## src/rtl/msrv32_fetch_flush_ctrl.sv

```systemverilog
// msrv32_fetch_flush_ctrl
// Fetch-side program counter and flush sequencer for a single-issue RV32
// core. After reset it spends one BOOT cycle presenting a NOP, then fetches
// sequentially. A taken branch/jump/trap redirects the PC and inserts
// FLUSH_CYCLES NOP bubbles before fetching resumes at the (word-aligned)
// target.
//
// Optional build feature:
//   MSRV32_FETCH_PERF_EN  - when defined, flush_count_out counts cycles with
//                           flush_out=1 (saturating). When undefined the port
//                           reads constant zero and no counter is built.
module msrv32_fetch_flush_ctrl #(
    parameter logic [31:0] BOOT_ADDR    = 32'h0000_0000,
    parameter int unsigned FLUSH_CYCLES = 2
) (
    input  logic        ms_riscv32_mp_clk_in,
    input  logic        ms_riscv32_mp_rst_in,
    input  logic        instr_hready_in,
    input  logic        stall_in,
    input  logic        redirect_in,
    input  logic [31:0] redirect_pc_in,
    output logic [31:0] pc_out,
    output logic        instr_req_out,
    output logic        flush_out,
    output logic        instr_valid_out,
    output logic        misaligned_out,
    output logic [31:0] flush_count_out
);

    // Bubble counter reload: a value of N-1 yields N FLUSH cycles because
    // the cycle with cnt=0 is itself a bubble.
    localparam logic [3:0] CNT_RELOAD = 4'(FLUSH_CYCLES - 1);

    typedef enum logic [1:0] {
        ST_BOOT  = 2'd0,
        ST_FETCH = 2'd1,
        ST_FLUSH = 2'd2
    } state_t;

    state_t      state_reg;
    state_t      state_next;
    logic [31:0] pc_reg;
    logic [31:0] pc_next;
    logic [3:0]  cnt_reg;
    logic [3:0]  cnt_next;
    logic        misaligned_reg;
    logic        misaligned_next;

    logic        redirect_accept;
    logic [31:0] redirect_target;

    // A redirect only takes effect once the core is running; BOOT ignores it.
    assign redirect_accept = redirect_in &&
                             ((state_reg == ST_FETCH) || (state_reg == ST_FLUSH));

    // Redirect targets are forced to a word boundary; the dropped bits only
    // feed the misalignment flag.
    assign redirect_target = {redirect_pc_in[31:2], 2'b00};

    // State, PC, bubble counter and misalignment flag registers.
    always_ff @(posedge ms_riscv32_mp_clk_in) begin
        if (ms_riscv32_mp_rst_in) begin
            state_reg      <= ST_BOOT;
            pc_reg         <= BOOT_ADDR;
            cnt_reg        <= 4'd0;
            misaligned_reg <= 1'b0;
        end else begin
            state_reg      <= state_next;
            pc_reg         <= pc_next;
            cnt_reg        <= cnt_next;
            misaligned_reg <= misaligned_next;
        end
    end

    // Next-state logic: redirect wins over stall and memory-not-ready.
    always_comb begin
        state_next      = state_reg;
        pc_next         = pc_reg;
        cnt_next        = cnt_reg;
        misaligned_next = 1'b0;

        if (redirect_accept) begin
            state_next      = ST_FLUSH;
            pc_next         = redirect_target;
            cnt_next        = CNT_RELOAD;
            misaligned_next = (redirect_pc_in[1:0] != 2'b00);
        end else begin
            case (state_reg)
                ST_BOOT: begin
                    state_next = ST_FETCH;
                end
                ST_FETCH: begin
                    // Sequential advance wraps naturally at 2^32.
                    if (instr_hready_in && !stall_in) begin
                        pc_next = pc_reg + 32'd4;
                    end
                end
                ST_FLUSH: begin
                    if (cnt_reg == 4'd0) begin
                        state_next = ST_FETCH;
                    end else begin
                        cnt_next = cnt_reg - 4'd1;
                    end
                end
                default: begin
                    state_next = ST_BOOT;
                end
            endcase
        end
    end

    // Output decode: reset shows BOOT values even before the first edge.
    always_comb begin
        flush_out       = 1'b1;
        instr_req_out   = 1'b0;
        instr_valid_out = 1'b0;

        if (!ms_riscv32_mp_rst_in) begin
            case (state_reg)
                ST_FETCH: begin
                    // A stall alone never turns the instruction into a NOP;
                    // it only withholds the valid qualifier.
                    instr_req_out   = 1'b1;
                    flush_out       = !instr_hready_in;
                    instr_valid_out = instr_hready_in && !stall_in;
                end
                default: begin
                    flush_out       = 1'b1;
                    instr_req_out   = 1'b0;
                    instr_valid_out = 1'b0;
                end
            endcase
        end
    end

    assign pc_out         = pc_reg;
    assign misaligned_out = misaligned_reg;

`ifdef MSRV32_FETCH_PERF_EN
    logic [31:0] flush_count_reg;

    // Saturating count of bubble/NOP cycles seen outside reset.
    always_ff @(posedge ms_riscv32_mp_clk_in) begin
        if (ms_riscv32_mp_rst_in) begin
            flush_count_reg <= 32'h0;
        end else if (flush_out && (flush_count_reg != 32'hFFFF_FFFF)) begin
            flush_count_reg <= flush_count_reg + 32'd1;
        end
    end

    assign flush_count_out = flush_count_reg;
`else
    assign flush_count_out = 32'h0;
`endif

endmodule

```

## config.mk

```make
export PLATFORM = sky130hd
export DESIGN_NAME = msrv32_fetch_flush_ctrl
export DESIGN_NICKNAME = d
export VERILOG_FILES = /design/src/rtl/msrv32_fetch_flush_ctrl.sv
export SDC_FILE = /design/constraint.sdc
export NUM_CORES = 1
export LEC_CHECK = 0
export ABC_AREA = 0
export BUFFER_PORTS_ARGS = -buffer_cell sky130_fd_sc_hd__buf_2
export CELL_PAD_IN_SITES_DETAIL_PLACEMENT = 1
export CELL_PAD_IN_SITES_GLOBAL_PLACEMENT = 1
export CORE_MARGIN = 8
export CORE_UTILIZATION = 36
export CTS_CLUSTER_DIAMETER = 100
export DETAILED_ROUTE_END_ITERATION = 8
export GPL_ROUTABILITY_DRIVEN = 1
export PLACE_DENSITY = 0.85
export SLEW_MARGIN = 20
export SYNTH_ARGS = -nofsm -noshare
export SYNTH_HDL_FRONTEND = slang
export SYNTH_SLANG_ARGS = --single-unit
```

## constraint.sdc

```tcl
create_clock -name ms_riscv32_mp_clk_in -period 5.75 [get_ports ms_riscv32_mp_clk_in]
set_input_delay 0 -clock ms_riscv32_mp_clk_in [delete_from_list [all_inputs] [get_ports ms_riscv32_mp_clk_in]]
set_output_delay 0 -clock ms_riscv32_mp_clk_in [all_outputs]
set_load 0.01 [all_outputs]
```

==> results of run 1 <==
worst paths after layout:
path,from,end,slack [ps]
worst max register to register,state_reg[1],pc_out[28],2970
worst min register to register,cnt_reg[1],cnt_reg[1],530
worst max-delay path,state_reg[1],pc_out[28],2970
worst min-delay path,redirect_pc_in[21],pc_out[21],-2
layout make-up:
cell class	count	area, um2	area share, %
Multi-Input combinational cell	239	1440	50.0
Sequential cell	37	741	25.7
Timing Repair Buffer	81	458	15.9
Tap cell	80	100	3.47
Clock buffer	5	68.8	2.39
Inverter	10	37.5	1.30
Clock inverter	2	35.0	1.22
cell usage after synthesis, drive strengths merged (3+ instances only):
| library cell | instances |
|---|---|
| o31ai | 7 |
| o31a | 3 |
| and3 | 5 |
| nor4 | 12 |
| nand2 | 14 |
| nand3 | 11 |
| and2 | 3 |
| buf | 40 |
| ha | 5 |
| or3 | 6 |
| inv | 10 |
| a21oi | 4 |
| a311oi | 13 |
| a211oi | 14 |
| nor2 | 38 |
| o21ai | 6 |
| nor3 | 6 |
| dfxtp | 37 |
| nor3b | 3 |
| clkbuf | 12 |
| or4 | 13 |
| xnor2 | 9 |
| nand4 | 10 |
| and4 | 3 |
| xor2 | 4 |
repair_timing:
action                    in CTS  in global routing
resized for setup              0                  0
hold buffers                  10                  0
hold endpoints to repair       9                  0
through the flow:
stage	power (mW)	worst slack (ps)	util (%)	instances
3_3_place_gp	0.801	3210	40.3	437
4_1_cts	1.06	3040	43.4	454
2_1_floorplan	0.680	3660	-	338
5_1_grt	1.12	2720	43.4	454
6_report	1.05	2970	43.4	454
3_5_place_dp	0.825	3070	40.3	437
critical path, delay by kind of cell, from the launching register on:
| family | cells | cell delay (ps) |
|---|---|---|
| AO/OA/AOI/OAI | 2 | 590 |
| adder cells (fa/ha/maj) | 1 | 280 |
| buffers and inverters | 1 | 90 |
| flip-flops | 1 | 340 |
| AND/OR/NAND/NOR | 2 | 1340 |
logic make-up (layout without fill, tap and decap cells):
group,Yosys count,count (layout)
simple gates,132,132
fa+ha+maj,5,5
buf+inv,62,98
other cells,1,34
compound gates,55,55
flops,37,37
xor+xnor,13,13
layer usage:
metal  wire [um]  up-vias  part of all wire (%)  global-route usage [%]
met4          72        0                  0.93                    4.32
met5           0        -                     0                       0
met2        4020       61                    52                    28.3
met3         419        8                   5.4                    4.20
met1        3210     1208                    42                    17.4
li1            -     1194                     -                       -
where the power goes:
group | switching [mW] | internal, mW
Combinational | 0.225 | 0.166
Sequential | 0.100 | 0.330
Clock | 0.0992 | 0.126
Total | 0.425 | 0.623
==> run summary, run 1 <==
The run finished, with violations left. The final reports fail on hold timing. The most common cell after layout, fill and taps aside is buf_2.

The tools report the startpoint kind of the worst setup timing path as a flip-flop. Entering global routing, the biggest net connects 61 pins. Counting instances, the worst hold path has a depth of 3. The highest attainable clock frequency is 0.360 GHz. At the worst endpoint, the arrival time is 2950 ps. Relative to the synthesized area, the layout overhead comes to 19.2%. The final routed DRC violation total is 0. The final wirelength is 7720 um, and the clock slew at the register clock pins of the worst setup and hold paths is 80 ps. The clock period could shrink to 2780 ps. dfxtp_1 takes more of the synthesized area than any other cell. Averaged over all synthesized cells, the footprint is 7.93 um2. The Yosys step of the flow raised 0 warnings. The per-cell via count in the routed design is 5.44, and the port buffer count is 70. The synthesized netlist devotes 17.2% of its cell area to compound gates.

Cell area power density: 363 nW/um2. Fill cells in the final layout number 846. The logs give 0 for the max-cap check violation count and 106 for the number of design-rule violations left by the first detailed-router iteration. In this run, synthesis inferred 0 flip-flops with an integrated enable. The run gives 30 as the number of core rows. TritonCTS built the clock tree. The post-synthesis instance area came out at 2420 um2.

During I/O placement, the number of pins put on the boundary was 105. The final-report hold violation count is 1, and the global router's overall resource usage is 15.6%. The area share of the leading cell type in the synthesized netlist was 30.6%; the area after detailed placement was 2680 um2. The signal on the critical path passes through inv_1 -> ha_1 -> nand4b_1 -> nor4_1 -> a311oi_1 -> a2111oi_0. Global routing finished with a remaining overflow of 0.

Of the total synthesized cell area, the portion taken by full adders, half adders and majority gates is 2.59%. The half-perimeter wire length after placement came out at 5740 um. The largest driver fanout on the critical path works out to 8. The CTS buffer count is 5. Buffer type at the clock tree root: clkbuf_8. The layout cell share with drive strength beyond 1 works out to 21.9%.

Fraction of the yosys area taken by sequential cells: 30.6%. By startpoint and endpoint, the worst setup path is classified as reg -> reg. The run gives 6640 um2 as the floorplan core area. The data required time of the worst path came out at 5920 ps. The via count of the first global-routing pass came out at 2560. The path class of the tightest hold or removal check is in -> reg. By area, the combinational part of the netlist is dominated by simple AND/OR/NAND/NOR gates. For the pin with the worst max-slew slack, the measured transition is 1010 ps. In this run the number of H-tree levels came out at 2. The logs give 9600 um2 for the overall die area and 416 for the number of nets in the final layout. After routing the design area is 2880 um2.

The effective utilization at floorplan was 36.4%. The tools report the number of iterations in the first detailed-routing pass as 4. The longest clock path from root to sink contains 2 buffers.

For the static power due to leakage, the log shows 1.17 nW. In this run, distinct cell masters in the synthesized netlist total 43. The number of setup buffers added after CTS came out at 0. The first global-routing pass estimated 12600 um of wire. The maximum ir drop on the vdd rail is 145 uV. In the synthesized netlist the dominant register cell turns out to be dfxtp_1. The worst setup path is captured at a flip-flop.

The share of synthesized area spent on multiplexers is 0%. The number of antenna diodes in the final layout is 0. After Yosys synthesis, XOR and XNOR cells account for 4.71% of the synthesized area. The tools report the final total negative setup slack as 0 ps. Total clock sinks: 37. The worst slack on hold paths is -2.37 ps, and the worst slew slack as a fraction of its limit is 31.9%. The largest single stage delay on the critical path is 970 ps. After synthesis the netlist holds a flip-flop and latch count of 37.

The post-synthesis simple-gate area fraction came out at 29.8%. In the layout the commonest cells are 70 x buf_2, 38 x nor2_1, 37 x dfxtp_1. The share of the cycle needed by the critical path after routing came out at 48.3%. The tools report the number of antenna violations at the first check in global routing as 0. The die is 98.0 um tall. Between clock sinks in the finished design, the worst skew comes to 9.10 ps. The average routed wire per standard cell was 17.0 um; the post-detailed-route count of antenna-violating nets was 0.

The total number of vias came out at 2471. Routability-driven placement finished with a final weighted congestion of 0.815. The slowest stage of the critical path belongs to the cell nor4_1. For the count of pins over their slew limit, the log shows 0.

Ranked by total cell area, the synthesized netlist is headed by dfxtp_1 31%, buf_4 11%, nor2_1 5.9%. The register with the most flip-flops in the layout has 30 of them. For the clock latency at the later pin of the worst-skew pair, the log shows 300 ps. Setup repair after global routing left no endpoint under its margin. Measured in cells, the most critical reg-to-reg path has a length of 6.

The proportion of register bits with asynchronous set or reset after synthesis is 0%, and the number of endpoints failing setup at the final stage is 0. The die boundary width works out to 98.0 um. Synthesis produced a netlist whose cell count is 305.
Note: power is estimated with default switching activity, not from simulation.
==> inputs of run 2 (changes only) <==
--- a/config.mk
+++ b/config.mk
@@ -5,16 +5,16 @@
 export SDC_FILE = /design/constraint.sdc
 export NUM_CORES = 1
 export LEC_CHECK = 0
-export ABC_AREA = 0
+export ABC_AREA = 1
 export BUFFER_PORTS_ARGS = -buffer_cell sky130_fd_sc_hd__buf_2
 export CELL_PAD_IN_SITES_DETAIL_PLACEMENT = 1
 export CELL_PAD_IN_SITES_GLOBAL_PLACEMENT = 1
 export CORE_MARGIN = 8
-export CORE_UTILIZATION = 36
+export CORE_UTILIZATION = 34
 export CTS_CLUSTER_DIAMETER = 100
 export DETAILED_ROUTE_END_ITERATION = 8
 export GPL_ROUTABILITY_DRIVEN = 1
-export PLACE_DENSITY = 0.85
+export PLACE_DENSITY = 0.81
 export SLEW_MARGIN = 20
 export SYNTH_ARGS = -nofsm -noshare
 export SYNTH_HDL_FRONTEND = slang
==> constraint.sdc (replaced) <==
create_clock -name ms_riscv32_mp_clk_in -period 2.8 [get_ports ms_riscv32_mp_clk_in]
set_input_delay 0 -clock ms_riscv32_mp_clk_in [delete_from_list [all_inputs] [get_ports ms_riscv32_mp_clk_in]]
set_output_delay 0 -clock ms_riscv32_mp_clk_in [all_outputs]
set_load 0.01 [all_outputs]
==> run summary, run 2 <==
The flow ran to the end, and the final reports show no timing, DRC or antenna violations. The number of flip-flops under the largest register name came out at 30 (unchanged). Leaving out fill and tap cells, the most frequent cells in the layout are 124 x nand2_1, 70 x buf_2, 62 x nor2_1.

The final clock skew is 10.6 ps (+1.45 ps). The overall die area was 11900 um2 (+24%). The tools report the maximum buffer depth of the clock tree as 2 (unchanged).

For the overall overflow remaining after global route, the log shows 0 (unchanged). The min-delay analysis places its worst path in the category in -> reg. The data required time of the worst path was 3040 ps (-2880 ps).

The tools report the total number of vias as 3152 (+28%). The largest delay contributor family on the critical path is simple AND/OR/NAND/NOR gates. The number of cells upsized or downsized after cts was 0 (unchanged). Area share of the leading cell type in the synthesized netlist: 25.1% (-5.5 points). Critical path endpoint category: a flip-flop. The I/O pin count came out at 105 (unchanged). The number of H-tree levels is 2 (unchanged). The average size of a mapped cell came out at 6.32 um2 (-20%).

The library cell used most frequently in the layout, excluding fill and tap cells, is nand2_1. Traced cell by cell, the critical path runs through inv_1 -> ha_1 -> nand2_1 -> buf_4 -> nand3_1 -> or3_1 -> a31oi_1. The CTS buffer count was 5 (unchanged); the post-synthesis simple-gate area fraction was 45.4% (+16 points). The average routed wire per standard cell was 15.3 um (-10%); the effective utilization at floorplan was 34.5% (-1.9 points).

The tools report the number of buffers added to fix hold violations after cts as 9 (-1). The final routed DRC violation total is 0 (unchanged). The dominant synthesized flop cell was dfxtp_1.

The clock slew at the register clock pins of the worst setup and hold paths was 90 ps (about the same). The delay of the slowest cell on the worst path came out at 470 ps (-500 ps). The tools report the clock latency at the later pin of the worst-skew pair as 310 ps (about the same).

The slew of the pin with the lowest slew margin came out at 701 ps (-312 ps). The synthesized design spends more area on one cell type than any other, namely dfxtp_1. For the number of setup buffers added after CTS, the log shows 0 (unchanged). The number of design-rule violations left by the first detailed-router iteration is 86 (-19%), and the cell area power density is 612 nW/um2 (+68%). The tools report the first-pass GRT wire length as 16300 um (+30%). For the worst slew slack as a fraction of its limit, the log shows 53.2% (+21 points). The setup path with the least slack is of type reg -> reg. Relative area change from synthesis to final layout: 17.5%. nand2_1 is the most common cell in the netlist.

The final-report hold violation count is 0 (-1). The tools report the total clock sinks as 37 (unchanged). The per-cell via count in the routed design is 4.86 (-11%), and the count of synthesis-stage warnings from yosys is 0 (unchanged). The die height was 109 um (+11%); the number of nets in the final layout was 582 (+40%). The largest driver fanout on the critical path is 49 (+41), and the number of flops mapped to enable cells by yosys is 0 (unchanged). The slowest stage of the critical path belongs to the cell buf_4.

The final total negative setup slack was 0 ps (unchanged). The maximum ir drop on the vdd rail came out at 231 uV (+59%). The share of the cycle needed by the critical path after routing works out to 78.2% (+30 points). The logs give 0 (unchanged) for the number of antenna violations at the first check in global routing and 7550 um (+31%) for the half-perimeter wire length after placement.

By count the netlist is led by 124 x nand2_1, 62 x nor2_1, 47 x nand3_1. The run gives 0 (unchanged) as the count of pins over their slew limit. The antenna cell count is 0 (unchanged), and the layout cell share with drive strength beyond 1 is 24.2% (+2.3 points).

The logs give 9900 um (+28%) for the final wirelength and 17.1% (+1.5 points) for the global router's overall resource usage. The startpoint kind of the worst setup timing path was a flip-flop. For the cell count after synthesis, the log shows 467 (+53%). The unique cell type count in the Yosys netlist was 31 (-28%). Clock tree synthesis selected as its root buffer the cell clkbuf_8. The global placer's final weighted congestion is 0.832 (+2.1%), and the share of synthesized area spent on multiplexers is 0% (unchanged). The static power due to leakage was 1.60 nW (+37%). Number of buffer and inverter stages on the critical path: 2 (+1). Setup repair after global routing left no endpoint under its margin. The die boundary width was 109 um (+11%); the register bit total from synthesis was 37 (unchanged). Number of core rows: 34 (+13%). For the number of endpoints failing setup at the final stage, the log shows 0 (unchanged).

The arrival time of data at the critical path endpoint was 2430 ps (-520 ps); the area used by sequential logic in the layout was 741 um2 (unchanged). For the total of fill cells in the finished design, the log shows 1181 (+40%). The adder-cell share of the synthesized area works out to 2.12% (-0.47 points). TritonCTS built the clock tree. The number of iterations in the first detailed-routing pass was 4 (unchanged); the post-synthesis compound-gate area fraction was 10.4% (-6.8 points).

The post-route total power was 2.12 mW (+100%). For the via count of the first global-routing pass, the log shows 3480 (+36%). For the highest attainable clock frequency, the log shows 0.456 GHz (+27%). Port buffer count: 70 (unchanged).

The tools report the fraction of the yosys area taken by sequential cells as 25.1% (-5.5 points). The time the worst path needs with I/O delays and setup works out to 2190 ps (-588 ps). The tools report the max-cap check violation count as 0 (unchanged).

The tools report the post-synthesis instance area as 2950 um2 (+22%). In the post-synthesis netlist, the biggest area contributors are dfxtp_1 25%, nand2_1 16%, buf_4 8.7%. The share of the synthesized netlist area taken by xor and xnor gates was 0% (-4.7 points); the floorplan core area was 8550 um2 (+29%). The largest net degree at the start of global routing is 50 (-18%).

After synthesis, the largest family of logic cells by area is simple AND/OR/NAND/NOR gates. The proportion of register bits with asynchronous set or reset after synthesis came out at 0% (unchanged). The run gives 0 (unchanged) as the post-detailed-route count of antenna-violating nets. The total area of multi-input combinational cells came out at 1840 um2 (+27%).
[run 2: cell count changes in the layout (fill, tap and decap cells not counted), moves of 9 or more]
cell      before  now
inv_1         10   40
a21oi_2        0   12
nand2_1       13  124
a311oi_1      13    0
nand3_1       11   47
nor2_1        38   62
or4_1         13    0
nor4_1        12    1
xnor2_1        9    0
a211oi_1      14    2
[run 2: cell families after synthesis]
logic type | Yosys count
simple gates | 283
buf+inv | 95
compound gates | 46
flops | 37
fa+ha+maj | 5
other cells | 1
[run 2: worst paths after layout]
path,cells after the start,start,slack (ps),endpoint
hold / removal,5,redirect_pc_in[11],2,pc_out[11]
setup reg to reg,7,state_reg[0],610,pc_out[6]
hold reg to reg,2,cnt_reg[0],480,cnt_reg[0]
setup / recovery,7,state_reg[0],610,pc_out[6]
[run 2: final cells by class]
class                   count  share of cell area [%]
clock buffers               7                    2.49
clock inverters             1                   0.866
inverters                  45                    4.87
multi-input cells         368                    52.9
flip-flops and latches     37                    21.4
well taps                 108                    3.90
repair buffers             83                    13.6
[run 2: worst reg2reg max path: stages, from the launching register on]
cell	delay (ps)
dfxtp_1	390
inv_1	90
ha_1	290
nand2_1	130
buf_4	470
nand3_1	250
or3_1	380
a31oi_1	130
[run 2: report_power, final]
part | total, mW | internal (mW) | switching, mW
clock network | 0.511 | 0.291 | 0.220
registers | 0.749 | 0.622 | 0.127
logic | 0.862 | 0.294 | 0.568
[run 2: metal layers]
metal / routed length [um] / vias to the layer above / GRT usage [%]
met5: 0 / - / 0
met4: 165 / 0 / 5.96
met3: 462 / 11 / 2.96
met2: 5010 / 67 / 31.4
met1: 4260 / 1509 / 19.4
li1: - / 1565 / -
[run 2: per-stage QoR]
stage / util, % / hold slack (ps) / std cells / worst slack, ps / cell area [um2]
finish: 40.5 / 2.01 / 649 / 609 / 3470
global route: 40.5 / 29.6 / 649 / 465 / 3470
global placement: 38.1 / 256 / 632 / 738 / 3260
floorplan: - / 71.4 / 500 / 1230 / 3070
CTS: 40.5 / 0.337 / 649 / 613 / 3470
detailed placement: 38.1 / 264 / 632 / 632 / 3260
==> inputs of run 3 (changes only) <==
==> constraint.sdc (replaced) <==
create_clock -name ms_riscv32_mp_clk_in -period 2.25 [get_ports ms_riscv32_mp_clk_in]
set_input_delay 0 -clock ms_riscv32_mp_clk_in [delete_from_list [all_inputs] [get_ports ms_riscv32_mp_clk_in]]
set_output_delay 0 -clock ms_riscv32_mp_clk_in [all_outputs]
set_load 0.01 [all_outputs]
==> run summary, run 3 (synthesis gave the netlist of run 2 again) <==
Setup repair after global routing left no endpoint under its margin. The number of endpoints failing setup at the final stage was 0 (unchanged). For the post-detailed-route count of antenna-violating nets, the log shows 0 (unchanged). Arrival time of data at the critical path endpoint: 2190 ps (-240 ps). The overall die area came out at 11900 um2 (unchanged). The run gives 5.67 ps (+3.66 ps) as the worst slack on hold paths. The tools report the first-pass GRT wire length as 16000 um (-2.2%). For the static power due to leakage, the log shows 1.60 nW (+0.12%). The number of cells upsized or downsized after cts was 0 (unchanged). STA classifies the critical path startpoint as a flip-flop. The tools report the worst slack at placement as 310 ps (-322 ps).

The library cell used most frequently in the layout, excluding fill and tap cells, is nand2_1. Total of fill cells in the finished design: 1175 (-0.51%). The worst min-delay path class is in -> reg. The flow ran to the end, and the final reports show no timing, DRC or antenna violations. Traced cell by cell, the critical path runs through inv_1 -> ha_1 -> nand2_1 -> buf_4 -> nand3_1 -> or3_1 -> a31oi_1. The global placer's final weighted congestion was 0.884 (+6.1%). The cell with the biggest individual delay on the critical path was dfxtp_1.

The layout cell share with drive strength beyond 1 was 24.8% (+0.55 points). Type of the setup path with the least slack: reg -> reg. Largest driver fanout on the critical path: 30 (-39%). The final routed DRC violation total is 0 (unchanged), and the slew of the pin with the lowest slew margin is 552 ps (-148 ps). The data required time of the worst path was 2470 ps (-570 ps); the post-layout utilization of the core was 40.5% (-0.088 points). The antenna cell count was 0 (unchanged). The port buffer count works out to 70 (unchanged).

In the layout the commonest cells are 124 x nand2_1, 70 x buf_2, 62 x nor2_1. The average routed wire per standard cell came out at 14.9 um (-2.1%). The number of placed instances, taps included was 635 (+0.47%). For the number of antenna violations at the first check in global routing, the log shows 0 (unchanged). The overall overflow remaining after global route was 0 (unchanged). Number of H-tree levels: 2 (unchanged). For the max-cap check violation count, the log shows 0 (unchanged). The effective utilization at floorplan was 34.5% (unchanged); the time the worst path needs with I/O delays and setup was 1960 ps (-228 ps). The maximum ir drop on the vdd rail came out at 256 uV (+11%).

The global router's overall resource usage is 16.7% (-0.44 points). In this run the clock root is driven by a clkbuf_8. The final wirelength is 9700 um (-2.1%). Maximum buffer depth of the clock tree: 2 (unchanged).

The tools report the final-report hold violation count as 0 (unchanged). TritonCTS built the clock tree. STA classifies the critical path endpoint as a flip-flop. The delay of the slowest cell on the worst path works out to 380 ps (-90 ps).

Among cell families on the critical path, the largest total delay comes from simple AND/OR/NAND/NOR gates. The die boundary width is 109 um (unchanged). The total clock sinks is 37 (unchanged), and the share of the cycle needed by the critical path after routing is 87.2% (+9.0 points). The number of nets in the final layout is 582 (unchanged). The per-cell via count in the routed design came out at 4.83 (-0.60%).

The cell area power density works out to 762 nW/um2 (+24%). The die height was 109 um (unchanged); the number of iterations in the first detailed-routing pass was 4 (unchanged). The tools report the slack of the critical path as 287 ps (-322 ps). The run gives 105 (unchanged) as the I/O pin count. Relative to the synthesized area, the layout overhead comes to 17.3%. The run gives 0 ps (unchanged) as the final total negative setup slack. The number of setup buffers added after CTS was 0 (unchanged); the half-perimeter wire length after placement was 7620 um (+1.0%). The total number of vias was 3133 (-0.60%); the number of design-rule violations left by the first detailed-router iteration was 88 (+2.3%). The number of flip-flops under the largest register name was 30 (unchanged); the highest attainable clock frequency was 0.509 GHz (+12%). The logs give 649 (unchanged) for the final non-filler cell total and 0 (unchanged) for the count of pins over their slew limit. The number of core rows came out at 34 (unchanged). The logs give 31 (-38%) for the largest net degree at the start of global routing and 8550 um2 (unchanged) for the floorplan core area. The clock slew at the register clock pins of the worst setup and hold paths is 90 ps (about the same), and the final clock skew is 12.0 ps (+1.44 ps).

The clock latency at the later pin of the worst-skew pair is 300 ps (about the same), and the via count of the first global-routing pass is 3334 (-4.2%). The CTS buffer count was 5 (unchanged); the number of buffer and inverter stages on the critical path was 2 (unchanged). The worst slew slack as a fraction of its limit is 63.1% (+9.9 points).
-- run 3: timing repair --
item                       4_1_cts  5_1_grt
setup endpoints to repair        0        0
hold buffers                     6        0
hold endpoints to repair         5        0
-- run 3: area by class of cell --
class                   count  area (um2)  area share (%)
flip-flops and latches     37         741            21.4
inverters                  45         169            4.88
clock inverters             1        30.0           0.868
well taps                 108         135            3.91
clock buffers               7        86.3            2.50
repair buffers             83         463            13.4
multi-input cells         368        1840            53.1
-- run 3: through the flow --
stage | power (mW) | instance area (um2)
4_1_cts | 2.66 | 3460
5_1_grt | 2.83 | 3460
6_report | 2.64 | 3460
2_1_floorplan | 1.68 | 3070
3_5_place_dp | 2.02 | 3280
3_3_place_gp | 1.97 | 3280
-- run 3: where the power goes --
| group | switching, mW | leakage, nW | internal, mW |
|---|---|---|---|
| Sequential | 0.157 | 0.301 | 0.773 |
| Combinational | 0.706 | 1.25 | 0.376 |
| Clock | 0.261 | 0.0585 | 0.362 |
| Total | 1.12 | 1.60 | 1.51 |
-- run 3: worst register-to-register path, stage by stage (launching register included) --
cell	delay, ps
dfxtp_1	380
inv_1	90
ha_1	270
nand2_1	130
buf_4	340
nand3_1	200
or3_1	370
a31oi_1	130
-- run 3: final timing paths --
kind                           start          to  slack, ps  cells after the start
setup / recovery        state_reg[1]   pc_out[6]        290                      7
hold reg to reg           cnt_reg[0]  cnt_reg[0]        500                      2
hold / removal    redirect_pc_in[15]  pc_out[15]          6                      5
setup reg to reg        state_reg[1]   pc_out[6]        290                      7
-- run 3: per-layer routing --
metal  track usage, %  part of all wire [%]  vias to the layer above
li1                 -                     -                     1563
met1             19.5                    44                     1486
met2             29.9                    50                       71
met3             2.72                   4.3                       13
met4             5.87                   1.7                        0
met5                0                     0                        -
